===== src/rtl/pipeline_sequencer.sv =====
// Run/step/halt controller for the 5-stage pipeline: drives the global pipeline
// enable and clear, drains in-flight instructions after HALT and counts enabled cycles.
module pipeline_sequencer #(
    parameter logic [5:0] HALT_OPCODE  = 6'b111_111,
    parameter int         DRAIN_CYCLES = 3,
    parameter int         CNT_W        = 32
) (
    input  logic             clk,
    input  logic             reset,
    input  logic             start,
    input  logic             mode,
    input  logic             step,
    input  logic [5:0]       id_opcode,
    output logic             pipe_enable,
    output logic             pipe_reset,
    output logic             busy,
    output logic             halted,
    output logic [CNT_W-1:0] cycle_count,
    output logic [2:0]       state_dbg
);

    typedef enum logic [2:0] {
        IDLE      = 3'd0,
        CLEAR     = 3'd1,
        RUN       = 3'd2,
        STEP_WAIT = 3'd3,
        STEP_EXEC = 3'd4,
        DRAIN     = 3'd5,
        HALTED    = 3'd6
    } state_t;

    localparam logic [3:0] DRAIN_LOAD = 4'(DRAIN_CYCLES);

    state_t           state_reg;
    logic             run_mode_reg;
    logic [3:0]       drain_cnt_reg;
    logic [CNT_W-1:0] cycle_count_reg;

    logic halt_in_id;
    assign halt_in_id = (id_opcode == HALT_OPCODE);

    always_ff @(posedge clk) begin
        if (reset) begin
            state_reg       <= IDLE;
            run_mode_reg    <= 1'b0;
            drain_cnt_reg   <= 4'd0;
            cycle_count_reg <= '0;
        end else begin
            // Saturating count of enabled cycles; the start edge below overrides it.
            if (pipe_enable && (cycle_count_reg != {CNT_W{1'b1}}))
                cycle_count_reg <= cycle_count_reg + 1'b1;

            case (state_reg)
                IDLE, HALTED: begin
                    if (start) begin
                        run_mode_reg    <= mode;
                        cycle_count_reg <= '0;
                        state_reg       <= CLEAR;
                    end
                end
                CLEAR: state_reg <= run_mode_reg ? STEP_WAIT : RUN;
                RUN: begin
                    if (halt_in_id) begin
                        drain_cnt_reg <= DRAIN_LOAD;
                        state_reg     <= DRAIN;
                    end
                end
                STEP_WAIT: begin
                    if (step)
                        state_reg <= STEP_EXEC;
                end
                STEP_EXEC: begin
                    if (halt_in_id) begin
                        drain_cnt_reg <= DRAIN_LOAD;
                        state_reg     <= DRAIN;
                    end else begin
                        state_reg <= STEP_WAIT;
                    end
                end
                DRAIN: begin
                    // Free-running in both modes; further HALTs in ID are ignored.
                    drain_cnt_reg <= drain_cnt_reg - 4'd1;
                    if (drain_cnt_reg == 4'd1)
                        state_reg <= HALTED;
                end
                default: state_reg <= IDLE;
            endcase
        end
    end

    always_comb begin
        pipe_enable = 1'b0;
        pipe_reset  = 1'b0;
        busy        = 1'b0;
        halted      = 1'b0;
        case (state_reg)
            CLEAR:     begin pipe_reset  = 1'b1; busy = 1'b1; end
            RUN:       begin pipe_enable = 1'b1; busy = 1'b1; end
            STEP_WAIT: begin busy = 1'b1; end
            STEP_EXEC: begin pipe_enable = 1'b1; busy = 1'b1; end
            DRAIN:     begin pipe_enable = 1'b1; busy = 1'b1; end
            HALTED:    begin halted = 1'b1; end
            default:   begin end
        endcase
    end

    assign cycle_count = cycle_count_reg;
    assign state_dbg   = state_reg;

endmodule


===== config.mk =====
export PLATFORM = sky130hd
export DESIGN_NAME = pipeline_sequencer
export DESIGN_NICKNAME = d
export VERILOG_FILES = /design/src/rtl/pipeline_sequencer.sv
export SDC_FILE = /design/constraint.sdc
export NUM_CORES = 1
export LEC_CHECK = 0
export ABC_AREA = 0
export CAP_MARGIN = 0
export CORE_MARGIN = 2
export CORE_UTILIZATION = 34
export DETAILED_ROUTE_END_ITERATION = 16
export GPL_TIMING_DRIVEN = 1
export SYNTH_ARGS = -nofsm -noshare
export SYNTH_HDL_FRONTEND = slang
export SYNTH_SLANG_ARGS = --single-unit

===== constraint.sdc =====
create_clock -name clk -period 5.2 [get_ports clk]
set_clock_uncertainty 0.2 [all_clocks]
set_input_delay 1.04 -clock clk [delete_from_list [all_inputs] [get_ports clk]]
set_output_delay 1.04 -clock clk [all_outputs]
set_load 0.005 [all_outputs]

# After elaboration in Yosys (flattened, before gate mapping)

Index checks and enable logic that the tools add are counted.

Register bits after elaboration: 40
Bits of input ports: 11
Output and inout port bits: 39
Logic and storage cells: 46

Add/subtract/negate cells: 2
Equality and inequality tests: 14
Muxes and demuxes: 16
Reductions and logical operators: 10

Operator list:

| kind                    | count |
|---|---|
| $mux W32                | 3 |
| $add A32 B1 Y32 const B | 1 |
| $ne A32 B32 Y1 const B  | 1 |
| $pmux W3 S6             | 1 |
| $mux W3                 | 5 |
| $eq A3 B3 Y1 const B    | 3 |
| $ne A2 B2 Y1 const B    | 4 |
| $pmux W4 S2             | 1 |
| $eq A3 B2 Y1 const B    | 2 |
| $eq A6 B6 Y1 const B    | 1 |
| $mux W1                 | 5 |
| $reduce_or A5 Y1        | 1 |
| $eq A4 B1 Y1 const B    | 1 |
| $mux W4                 | 1 |
| $reduce_and A2 Y1       | 2 |
| $reduce_and A4 Y1       | 1 |
| $reduce_or A2 Y1        | 2 |
| $sub A4 B1 Y4 const B   | 1 |
| $eq A3 B1 Y1 const B    | 1 |
| $logic_not A3 Y1        | 1 |
| $reduce_or A3 Y1        | 1 |
| $ne A2 B1 Y1 const B    | 1 |
| $reduce_bool A2 Y1      | 1 |
| $logic_and A1 B1 Y1     | 1 |

# Logic depth before layout (Yosys ltp)

Gate-level depths: netlist of run 1.

Depth after elaboration: 7
Mapped depth: 8
Depth with buffers taken out: 7

# Worst setup path after synthesis of run 1

No wires, ideal clock.

Kind: input-to-reg
From: input port reset
To: register cycle_count_reg[24], in the netlist cycle_count[24]
Setup time: 0.128 ns
Arrival: 2.295 ns
Required time: 4.872 ns
Setup slack: 2.578 ns
Stages on the path: 6
Buffers on the path: 4
Cells stage by stage: buf_1 > nand2b_1 > clkbuf_1 > clkbuf_1 > buf_1 > nor2_1

RTL lines:

| item                   | line | source |
|---|---|---|
| start: declaration     | 9    | `input logic reset,` |
| end signal: assignment | 51   | `cycle_count_reg <= cycle_count_reg + 1'b1;` |
| end: declaration       | 37   | `logic [CNT_W-1:0] cycle_count_reg;` |

# Worst setup path after layout of run 1

From: register state_reg[1], in the netlist state_dbg[1]
To: output port pipe_enable

Longest elaborated chain between the ends: 3
Elaborated cells between the ends (all ways): 5
Those cells by class: eq/ne (3); mux (1); reduce/logical (1)

RTL lines:

| item                                                | line | source |
|---|---|---|
| start: declaration                                  | 34   | `state_t state_reg;` |
| start signal: assignment                            | 61   | `CLEAR: state_reg <= run_mode_reg ? STEP_WAIT : RUN;` |
| $eq A3 B3 Y1 / $eq A3 B2 Y1 (equally long branches) | 96   | `case (state_reg)` |
| $reduce_or A3 Y1 (no line) *                        | --   |  |
| $mux W1 *                                           | 96   |  |
| end: declaration                                    | 14   | `output logic pipe_enable,` |

Every way passes the cells marked *; elsewhere a longest branch is shown, timed or not.

==> reports/qor.yml, run 1 <==
pwr:
  pwr_density_cell_nw_per_um2: 280.2
  p_leak_uw: 0.0008485
  max-vdd-ir-drop_uv: 200.5
  p_total_uw: 792.8
floorplanning:
  core_area_sq_um: 6277
  start_util_pct: 34.94
  ios: 50
  die_y_um: 84.32
  die_x_um: 84.32
  row_count: 29
  dieArea_sq_um: 7110
yosys:
  syn-num-nets: 287
  yosys.area.top_type: "dfxtp_1"
  avgSynthCellArea_sq_um: 8.034
  synth_most_common_cell: "dfxtp_1"
  synth.distinct_cells: 49
  synth_area_leaders: "dfxtp_1 37%, a21oi_1 6.4%, nand2_1 5.3%, nand4_1 3.7%, or3_1 3.7%"
  synth_seq_area_share_pct: 36.51
  synth_edf_count: 0
  async_flop_share_pct: 0
  synth_top_area_share_pct: 36.51
  syn_inst: 273
  yosys_warnings: 0
  synthTopCellsByCount: "40 x dfxtp_1, 31 x nand2_1, 28 x a21oi_1"
  synth_flop_cell: "dfxtp_1"
  synth-seq-cells: 40
  synthesis.area_sq_um: 2193
sta:
  rsz0062_at_grt: "no"
  fmax_mhz: 292.0
  tightest_slew_ns: 1.048
  slew_headroom_pct: 30.12
  hold_viol: 0
  whs_ns: 0.2990
  slew_violations: 0
  period_share_pct: 65.86
  finalSetupViolations: 0
  min_period_ns: 3.425
  finalSetupTns_ns: 0
route:
  viasPerCell: 5.521
  route.vias.total: 2192
  wl_per_cell_um: 13.66
  wirelength_mm: 5.425
  dr.pass1.iters: 4
  drc: 0
  ant_nets: 0
  initialDrtViolationCount: 100
grt:
  grt_max_degree: 27
  grt_pass1_wl_mm: 8.990
  grt_overflow: 0
  antenna_found_initial: 0
  grt_pass1_vias: 1907
  grt_usage_pct: 15.24
cts:
  path_clk_slew_ns: 0.07
  cts_tree: "yes"
  clock_sinks: 40
  clk_latency_ns: 0.29
  ctsHoldBuffers: 0
  clockBufferDepth: 2
  cts_max_level: 2
  cts_resized: 0
  cts_made_buffers: 5
  clockRootBuffer: "clkbuf_8"
  postCtsSetupBuffers: 0
worst_setup_path:
  critPathLaunchType: "register"
  critical_path_arrival_ns: 2.18
  path_class: "reg -> out"
  crit_chain: "or3b_4 -> nand2_1 -> clkdlybuf4s50_1"
  max_stage_delay_ns: 0.57
  crit_path_top_delay_cell: "clkdlybuf4s50_1"
  required_ns: 3.96
  cp-end-kind: "output pin"
  cp_max_fo: 12
layout:
  diodes: 0
  final_core_util_pct: 45.07
  n_fill_cell: 651
  largest_reg_flops: 32
  area_growth_pct: 28.98
  drive_above_1_share_pct: 5.625
  stdcell_area_sq_um: 2829
  nets: 334
run_status:
  run_status: "completed"
placed_design:
  dp_hpwl_mm: 3.853
  gp_congestion: 0.8159
  numPortBuffers: 49
  place_area_sq_um: 2751
hold_path:
  hp-class: "reg -> reg"
run:
  drv_cap: 0
[metal layers]
metal	track usage (%)	share of wire (%)
met1	20.18	48
met2	24.89	47
met3	3.736	4.1
met4	3.959	0.81
met5	0	0
[worst max-delay path: cells and delay by family (launching register included)]
kind          cells  cell delay (ns)
buf+inv           1             0.57
simple gates      2             0.78
flops             1             0.54
[metrics by stage]
step / std cells / setup slack (ns)
2_1_floorplan: 273 / 2.578
3_3_place_gp: 390 / 1.809
3_5_place_dp: 390 / 1.806
4_1_cts: 397 / 1.784
5_1_grt: 397 / 1.693
6_report: 397 / 1.775
[cell usage in the layout (no fill, tap or decap), drive strengths merged, types with 2 or more instances in the layout]
| master | synthesis | layout |
|---|---|---|
| a2111o | 7 | 7 |
| nor2 | 15 | 15 |
| and2 | 3 | 3 |
| nor3 | 6 | 6 |
| and3 | 2 | 2 |
| or2 | 2 | 2 |
| inv | 8 | 8 |
| a31oi | 2 | 2 |
| a21boi | 2 | 2 |
| dfxtp | 40 | 40 |
| a211oi | 3 | 3 |
| or3 | 13 | 13 |
| buf | 4 | 2 |
| o21ai | 22 | 22 |
| clkbuf | 7 | 6 |
| and4 | 3 | 3 |
| nand3 | 11 | 11 |
| o311ai | 4 | 4 |
| o31ai | 6 | 6 |
| mux2i | 6 | 6 |
| ha | 3 | 3 |
| nand4 | 13 | 13 |
| or4 | 6 | 6 |
| a21oi | 28 | 28 |
| xnor2 | 2 | 2 |
| nand2 | 32 | 32 |
| clkdlybuf4s50 | 0 | 49 |
| nor4 | 2 | 2 |
| a31o | 2 | 2 |
| nand2b | 7 | 7 |
[power breakdown]
part,switching (uW),internal [uW],total [uW]
combinational,124,116,239
clock,105,91.3,196
sequential,32.9,324,357
total,262,531,793
[worst paths after layout]
check | from | to | slack [ns] | depth (start not counted)
hold reg to reg | cycle_count[31] | cycle_count[31] | 0.30 | 2
setup / recovery | state_dbg[1] | pipe_enable | 1.78 | 3
hold / removal | cycle_count[31] | cycle_count[31] | 0.30 | 2
setup reg to reg | cycle_count[0] | cycle_count[28] | 2.51 | 7
[final cells by class]
class	count	area (sq um)	area share (%)
multi-input cells	214	1319	46.62
inverters	8	30.03	1.061
clock inverters	1	5.005	0.1769
well taps	77	96.34	3.406
flip-flops and latches	40	800.8	28.31
repair buffers	51	505.5	17.87
clock buffers	6	72.57	2.565
[cell families (layout without fill, tap and decap cells)]
group           Yosys count  after routing  synth area share, %
xor+xnor                  3              3                1.198
fa+ha+maj                 3              3                1.712
simple gates            118            118                28.64
mux                       7              7                3.252
flops                    40             40                36.51
buf+inv                  19             66                3.366
compound gates           83             83                25.33
No activity file was read; power rests on OpenSTA's default activity.
==> run 2, diff against run 1 <==
==> constraint.sdc (replaced) <==
create_clock -name clk -period 2.85 [get_ports clk]
set_clock_uncertainty 0.2 [all_clocks]
set_input_delay 0.57 -clock clk [delete_from_list [all_inputs] [get_ports clk]]
set_output_delay 0.57 -clock clk [all_outputs]
set_load 0.005 [all_outputs]
==> reports/qor.yml, run 2 (same netlist as run 1, synthesis figures left out) <==
route:
  route.vias.total: 2257  # was 2192
  ant_nets: 0  # unchanged
  wl_per_cell_um: 13.89  # was 13.66 um
  wirelength_mm: 5.610  # was 5.425 mm
  initialDrtViolationCount: 142  # was 100
  viasPerCell: 5.587  # was 5.521
  dr.pass1.iters: 4  # unchanged
  drc: 0  # unchanged
sta:
  finalSetupTns_ns: 0  # unchanged
  slew_headroom_pct: 60.35  # was 30.12%
  rsz0062_at_grt: "no"  # unchanged
  hold_viol: 0  # unchanged
  period_share_pct: 95.11
  slew_violations: 0  # unchanged
  setup_slack_ns: 0.1393  # was 1.775 ns
  finalSetupViolations: 0  # unchanged
  tightest_slew_ns: 0.5939  # was 1.048 ns
  fmax_mhz: 368.9
  min_period_ns: 2.711
hold_path:
  holdCritStartpoint: "drain_cnt_reg[3]"  # was cycle_count[31]
  hp-class: "reg -> reg"  # unchanged
cts:
  clockBufferDepth: 2  # unchanged
  path_clk_slew_ns: 0.07  # about the same
  clockRootBuffer: "clkbuf_8"  # unchanged
  cts_resized: 0  # unchanged
  postCtsSetupBuffers: 0  # unchanged
  clk_latency_ns: 0.29  # about the same
  ctsHoldBuffers: 0  # unchanged
  clock_sinks: 40  # unchanged
  cts_tree: "yes"  # unchanged
  cts_made_buffers: 5  # unchanged
  cts_max_level: 2  # unchanged
layout:
  drive_above_1_share_pct: 7.339  # was 5.625%
  final_cell_mix: "49 x clkdlybuf4s50_1, 40 x dfxtp_1, 31 x nand2_1, 28 x a21oi_1"  # unchanged
  diodes: 0  # unchanged
  area_growth_pct: 31.60  # was 28.98%
  nets: 340  # was 334
  n_fill_cell: 654  # was 651
  stdcell_count: 404  # was 397
  final_common_cell: "clkdlybuf4s50_1"  # unchanged
  largest_reg_flops: 32  # unchanged
pwr:
  pwr-share-comb_pct: 30.7  # was 30.2%
  p_clk_share_pct: 26.0  # was 24.8%
  sw_frac_of_total_pct: 32.49  # was 33.00%
  p_sw_uw: 488.5  # was 261.6 uW
  p_leak_uw: 0.0008841  # was 0.0008485 uW
  max-vdd-ir-drop_uv: 361.7  # was 200.5 uV
  power_frac_seq_pct: 43.3  # was 45.0%
  pwr_density_cell_nw_per_um2: 520.9  # was 280.2 nW/um^2
  p_int_uw: 1015  # was 531.2 uW
worst_setup_path:
  path_class: "reg -> out"  # unchanged
  required_ns: 2.08  # was 3.96 ns
  cp_max_fo: 12  # unchanged
  timing.rr.start: "state_dbg[1]"  # was cycle_count[0]
  startpoint: "state_dbg[1]"  # unchanged
  critical_path_arrival_ns: 1.94  # was 2.18 ns
  r2r_end: "cycle_count[28]"  # unchanged
  endpoint: "pipe_enable"  # unchanged
  reg2reg_slack_ns: 0.31  # was 2.51 ns
  critPathLaunchType: "register"  # unchanged
  cp-end-kind: "output pin"  # unchanged
  reg2reg_depth: 5  # was 7
run:
  drv_cap: 0  # unchanged
floorplanning:
  ios: 50  # unchanged
  die_x_um: 84.32  # unchanged
  row_count: 29  # unchanged
  dieArea_sq_um: 7110  # unchanged
  core_area_sq_um: 6277  # unchanged
  start_util_pct: 34.94  # unchanged
  die_y_um: 84.32  # unchanged
grt:
  grt_pass1_vias: 2052  # was 1907
  grt_pass1_wl_mm: 9.473  # was 8.990 mm
  grt_overflow: 0  # unchanged
  grt_usage_pct: 16.01  # was 15.24%
  grt_max_degree: 19  # was 27
  antenna_found_initial: 0  # unchanged
placed_design:
  dp_cells: 396  # was 390
  numPortBuffers: 49  # unchanged
  dp_hpwl_mm: 4.043  # was 3.853 mm
  dpl_worst_slack_ns: 0.3345  # was 1.806 ns
  gp_congestion: 0.7815  # was 0.8159
run_status:
  run_status: "completed"  # unchanged
==> run 2: cell count changes in the layout (fill, tap and decap cells not counted), sizes merged <==
cell,delta
clkbuf,+2
buf,+6
clkinv,-1
==> run 2: power groups by stage <==
stage	clock, uW	combinational (uW)	sequential (uW)
after floorplan	0	290	637
after global placement	0	459	664
after detailed placement	0	462	663
after CTS	404	465	650
after global routing	431	510	659
final	391	462	651
==> run 2: cell type report <==
| cell class | count | area, sq um | share of cell area, % |
|---|---|---|---|
| Clock buffer | 8 | 90.09 | 3.121 |
| Inverter | 8 | 30.03 | 1.040 |
| Multi-Input combinational cell | 214 | 1319 | 45.69 |
| Sequential cell | 40 | 800.8 | 27.74 |
| Tap cell | 77 | 96.34 | 3.338 |
| Timing Repair Buffer | 57 | 550.5 | 19.07 |
==> run 2: stage by stage <==
step	util, %	hold WS, ns	power [uW]	area [sq um]
2_1_floorplan	-	0.2487	926.9	2193
3_3_place_gp	44.55	0.2763	1122	2796
3_5_place_dp	44.55	0.2728	1125	2796
4_1_cts	45.98	0.2890	1519	2887
5_1_grt	45.98	0.3292	1600	2887
6_report	45.98	0.2916	1504	2887
==> run 2: layer usage <==
layer | share of wire [%] | track usage [%] | vias to the layer above | routed length (um)
met5 | 0 | 0 | - | 0
met4 | 0.52 | 3.959 | 0 | 29
met3 | 3.1 | 3.048 | 2 | 175
met2 | 49 | 27.78 | 41 | 2758
met1 | 47 | 20.47 | 1074 | 2645
li1 | - | - | 1140 | -
==> run 2: worst min path at each step <==
stage	end	slack, ns	cells after the start
after detailed placement	drain_cnt_reg[3]	0.27	1
after global routing	cycle_count[31]	0.33	2
final	drain_cnt_reg[3]	0.29	1
after global placement	drain_cnt_reg[3]	0.28	1
after floorplan	drain_cnt_reg[3]	0.25	1
after CTS	drain_cnt_reg[3]	0.29	1
==> run 2: worst max-delay path, cell delays in order, from the launching register on <==
cell and delay [ns]:
dfxtp_1 0.54, or3b_4 0.46, nand2_1 0.14, clkdlybuf4s50_1 0.52
==> run 3, diff against run 2 <==
--- a/config.mk
+++ b/config.mk
@@ -7,10 +7,10 @@
 export LEC_CHECK = 0
 export ABC_AREA = 0
 export CAP_MARGIN = 0
-export CORE_MARGIN = 2
 export CORE_UTILIZATION = 34
 export DETAILED_ROUTE_END_ITERATION = 16
 export GPL_TIMING_DRIVEN = 1
+export SKIP_CTS_REPAIR_TIMING = 1
 export SYNTH_ARGS = -nofsm -noshare
 export SYNTH_HDL_FRONTEND = slang
 export SYNTH_SLANG_ARGS = --single-unit
==> reports/qor.yml, run 3 (same netlist as run 1, synthesis figures left out) <==
floorplanning:
  start_util_pct: 36.19  # was 34.94%
  row_count: 28  # was 29
  die_x_um: 82.32  # was 84.32 um
  dieArea_sq_um: 6777  # was 7110 sq um
  core_area_sq_um: 6061  # was 6277 sq um
  ios: 50  # unchanged
  die_y_um: 82.32  # was 84.32 um
pwr:
  p_total_uw: 1466  # was 1504 uW
  sw_frac_of_total_pct: 32.85  # was 32.49%
  p_sw_uw: 481.7  # was 488.5 uW
  pwr_density_cell_nw_per_um2: 510.6  # was 520.9 nW/um^2
  max-vdd-ir-drop_uv: 385.6  # was 361.7 uV
  p_int_uw: 984.6  # was 1015 uW
  power_frac_seq_pct: 44.6  # was 43.3%
  p_clk_share_pct: 24.1  # was 26.0%
  pwr-share-comb_pct: 31.3  # was 30.7%
  p_leak_uw: 0.0008796  # was 0.0008841 uW
hold_path:
  hp-class: "reg -> reg"  # unchanged
  min_path_cells: 1  # unchanged
placed_design:
  dp_hpwl_mm: 3.995  # was 4.043 mm
  numPortBuffers: 49  # unchanged
  dp_cells: 394  # was 396
  dpl_worst_slack_ns: 0.3281  # was 0.3345 ns
  gp_congestion: 0.8141  # was 0.7815
worst_setup_path:
  cp-end-kind: "output pin"  # unchanged
  cp_max_fo: 12  # unchanged
  required_ns: 2.08  # about the same
  crit_chain: "or3b_4 -> nand2_1 -> clkdlybuf4s50_1"  # unchanged
  path_delay_family: "simple AND/OR/NAND/NOR gates"  # unchanged
  reg2reg_depth: 5  # unchanged
  max_stage_delay_ns: 0.56  # was 0.54 ns
  crit_path_top_delay_cell: "dfxtp_1"  # unchanged
  path_buf_inv: 1  # unchanged
  path_class: "reg -> out"  # unchanged
  critical_path_arrival_ns: 1.95  # was 1.94 ns
  critPathLaunchType: "register"  # unchanged
  worst-path-stages: 3  # unchanged
grt:
  grt_usage_pct: 17.67  # was 16.01%
  grt_overflow: 0  # unchanged
  grt_pass1_vias: 2004  # was 2052
  grt_pass1_wl_mm: 9.280  # was 9.473 mm
  grt_max_degree: 19  # unchanged
  antenna_found_initial: 0  # unchanged
sta:
  finalSetupViolations: 0  # unchanged
  tightest_slew_ns: 0.6163  # was 0.5939 ns
  rsz0062_at_grt: "no"  # unchanged
  setup_slack_ns: 0.1311  # was 0.1393 ns
  period_share_pct: 95.40  # was 95.11%
  slew_headroom_pct: 58.85  # was 60.35%
  finalSetupTns_ns: 0  # unchanged
  whs_ns: 0.3015  # was 0.2916 ns
  fmax_mhz: 367.8  # was 368.9 MHz
  min_period_ns: 2.719  # was 2.711 ns
  hold_viol: 0  # unchanged
  slew_violations: 0  # unchanged
cts:
  clockBufferDepth: 2  # unchanged
  cts_made_buffers: 5  # unchanged
  clock_sinks: 40  # unchanged
  cts_max_level: 2  # unchanged
  cts_tree: "yes"  # unchanged
  clk_latency_ns: 0.28  # was 0.29 ns
  clockRootBuffer: "clkbuf_8"  # unchanged
  path_clk_slew_ns: 0.07  # about the same
route:
  drc: 0  # unchanged
  wl_per_cell_um: 13.74  # was 13.89 um
  viasPerCell: 5.521  # was 5.587
  route.vias.total: 2214  # was 2257
  initialDrtViolationCount: 115  # was 142
  dr.pass1.iters: 4  # unchanged
  ant_nets: 0  # unchanged
  wirelength_mm: 5.508  # was 5.610 mm
layout:
  nets: 340  # unchanged
  area_growth_pct: 30.92  # was 31.60%
  drive_above_1_share_pct: 7.362  # was 7.339%
  diodes: 0  # unchanged
  final_common_cell: "clkdlybuf4s50_1"  # unchanged
  n_fill_cell: 596  # was 654
  final_cell_mix: "49 x clkdlybuf4s50_1, 40 x dfxtp_1, 31 x nand2_1, 28 x a21oi_1"  # unchanged
  stdcell_count: 401  # was 404
  largest_reg_flops: 32  # unchanged
run:
  drv_cap: 0  # unchanged
run_status:
  run_status: "completed"  # unchanged
==> run 3: cell count changes in the layout (fill, tap and decap cells not counted), sizes merged <==
cell,previous run,this run
clkinv,0,1
clkbuf,8,6
==> run 3: per-layer routing <==
| metal | part of all wire (%) | vias up | wire length, um | GRT usage, % |
|---|---|---|---|---|
| li1 | - | 1141 | - | - |
| met1 | 49 | 1036 | 2689 | 23.11 |
| met2 | 47 | 35 | 2606 | 29.59 |
| met3 | 3.4 | 2 | 188 | 3.407 |
| met4 | 0.45 | 0 | 25 | 4.561 |
| met5 | 0 | - | 0 | 0 |
==> run 3: worst reg2reg max path: stages (launching register included) <==
cell,delay (ns)
dfxtp_1,0.56
or3b_4,0.46
a211oi_4,0.37
o311ai_2,0.28
or4_1,0.46
a21oi_1,0.15
==> run 3: final timing paths <==
check	from	endpoint	slack [ns]
worst min-delay path	drain_cnt_reg[3]	drain_cnt_reg[3]	0.30
worst max register to register	state_dbg[1]	cycle_count[20]	0.31
worst min register to register	drain_cnt_reg[3]	drain_cnt_reg[3]	0.30
worst max-delay path	state_dbg[1]	pipe_enable	0.13
==> run 3: power groups by stage <==
stage / registers [uW] / clock network, uW / logic, uW
2_1_floorplan: 637 / 0 / 290
3_3_place_gp: 665 / 0 / 458
3_5_place_dp: 666 / 0 / 462
4_1_cts: 653 / 369 / 464
5_1_grt: 662 / 389 / 504
6_report: 654 / 354 / 458
==> run 3: stage by stage <==
step	cell area [sq um]	util [%]
2_1_floorplan	2193	-
3_3_place_gp	2794	46.10
3_5_place_dp	2794	46.10
4_1_cts	2872	47.38
5_1_grt	2872	47.38
6_report	2872	47.38
==> run 3: area by class of cell <==
cell class	count	area (sq um)	area share (%)
multi-input cells	214	1319	45.93
flip-flops and latches	40	800.8	27.89
repair buffers	57	550.5	19.17
well taps	75	93.84	3.268
clock buffers	6	72.57	2.527
inverters	8	30.03	1.046
clock inverters	1	5.005	0.1743
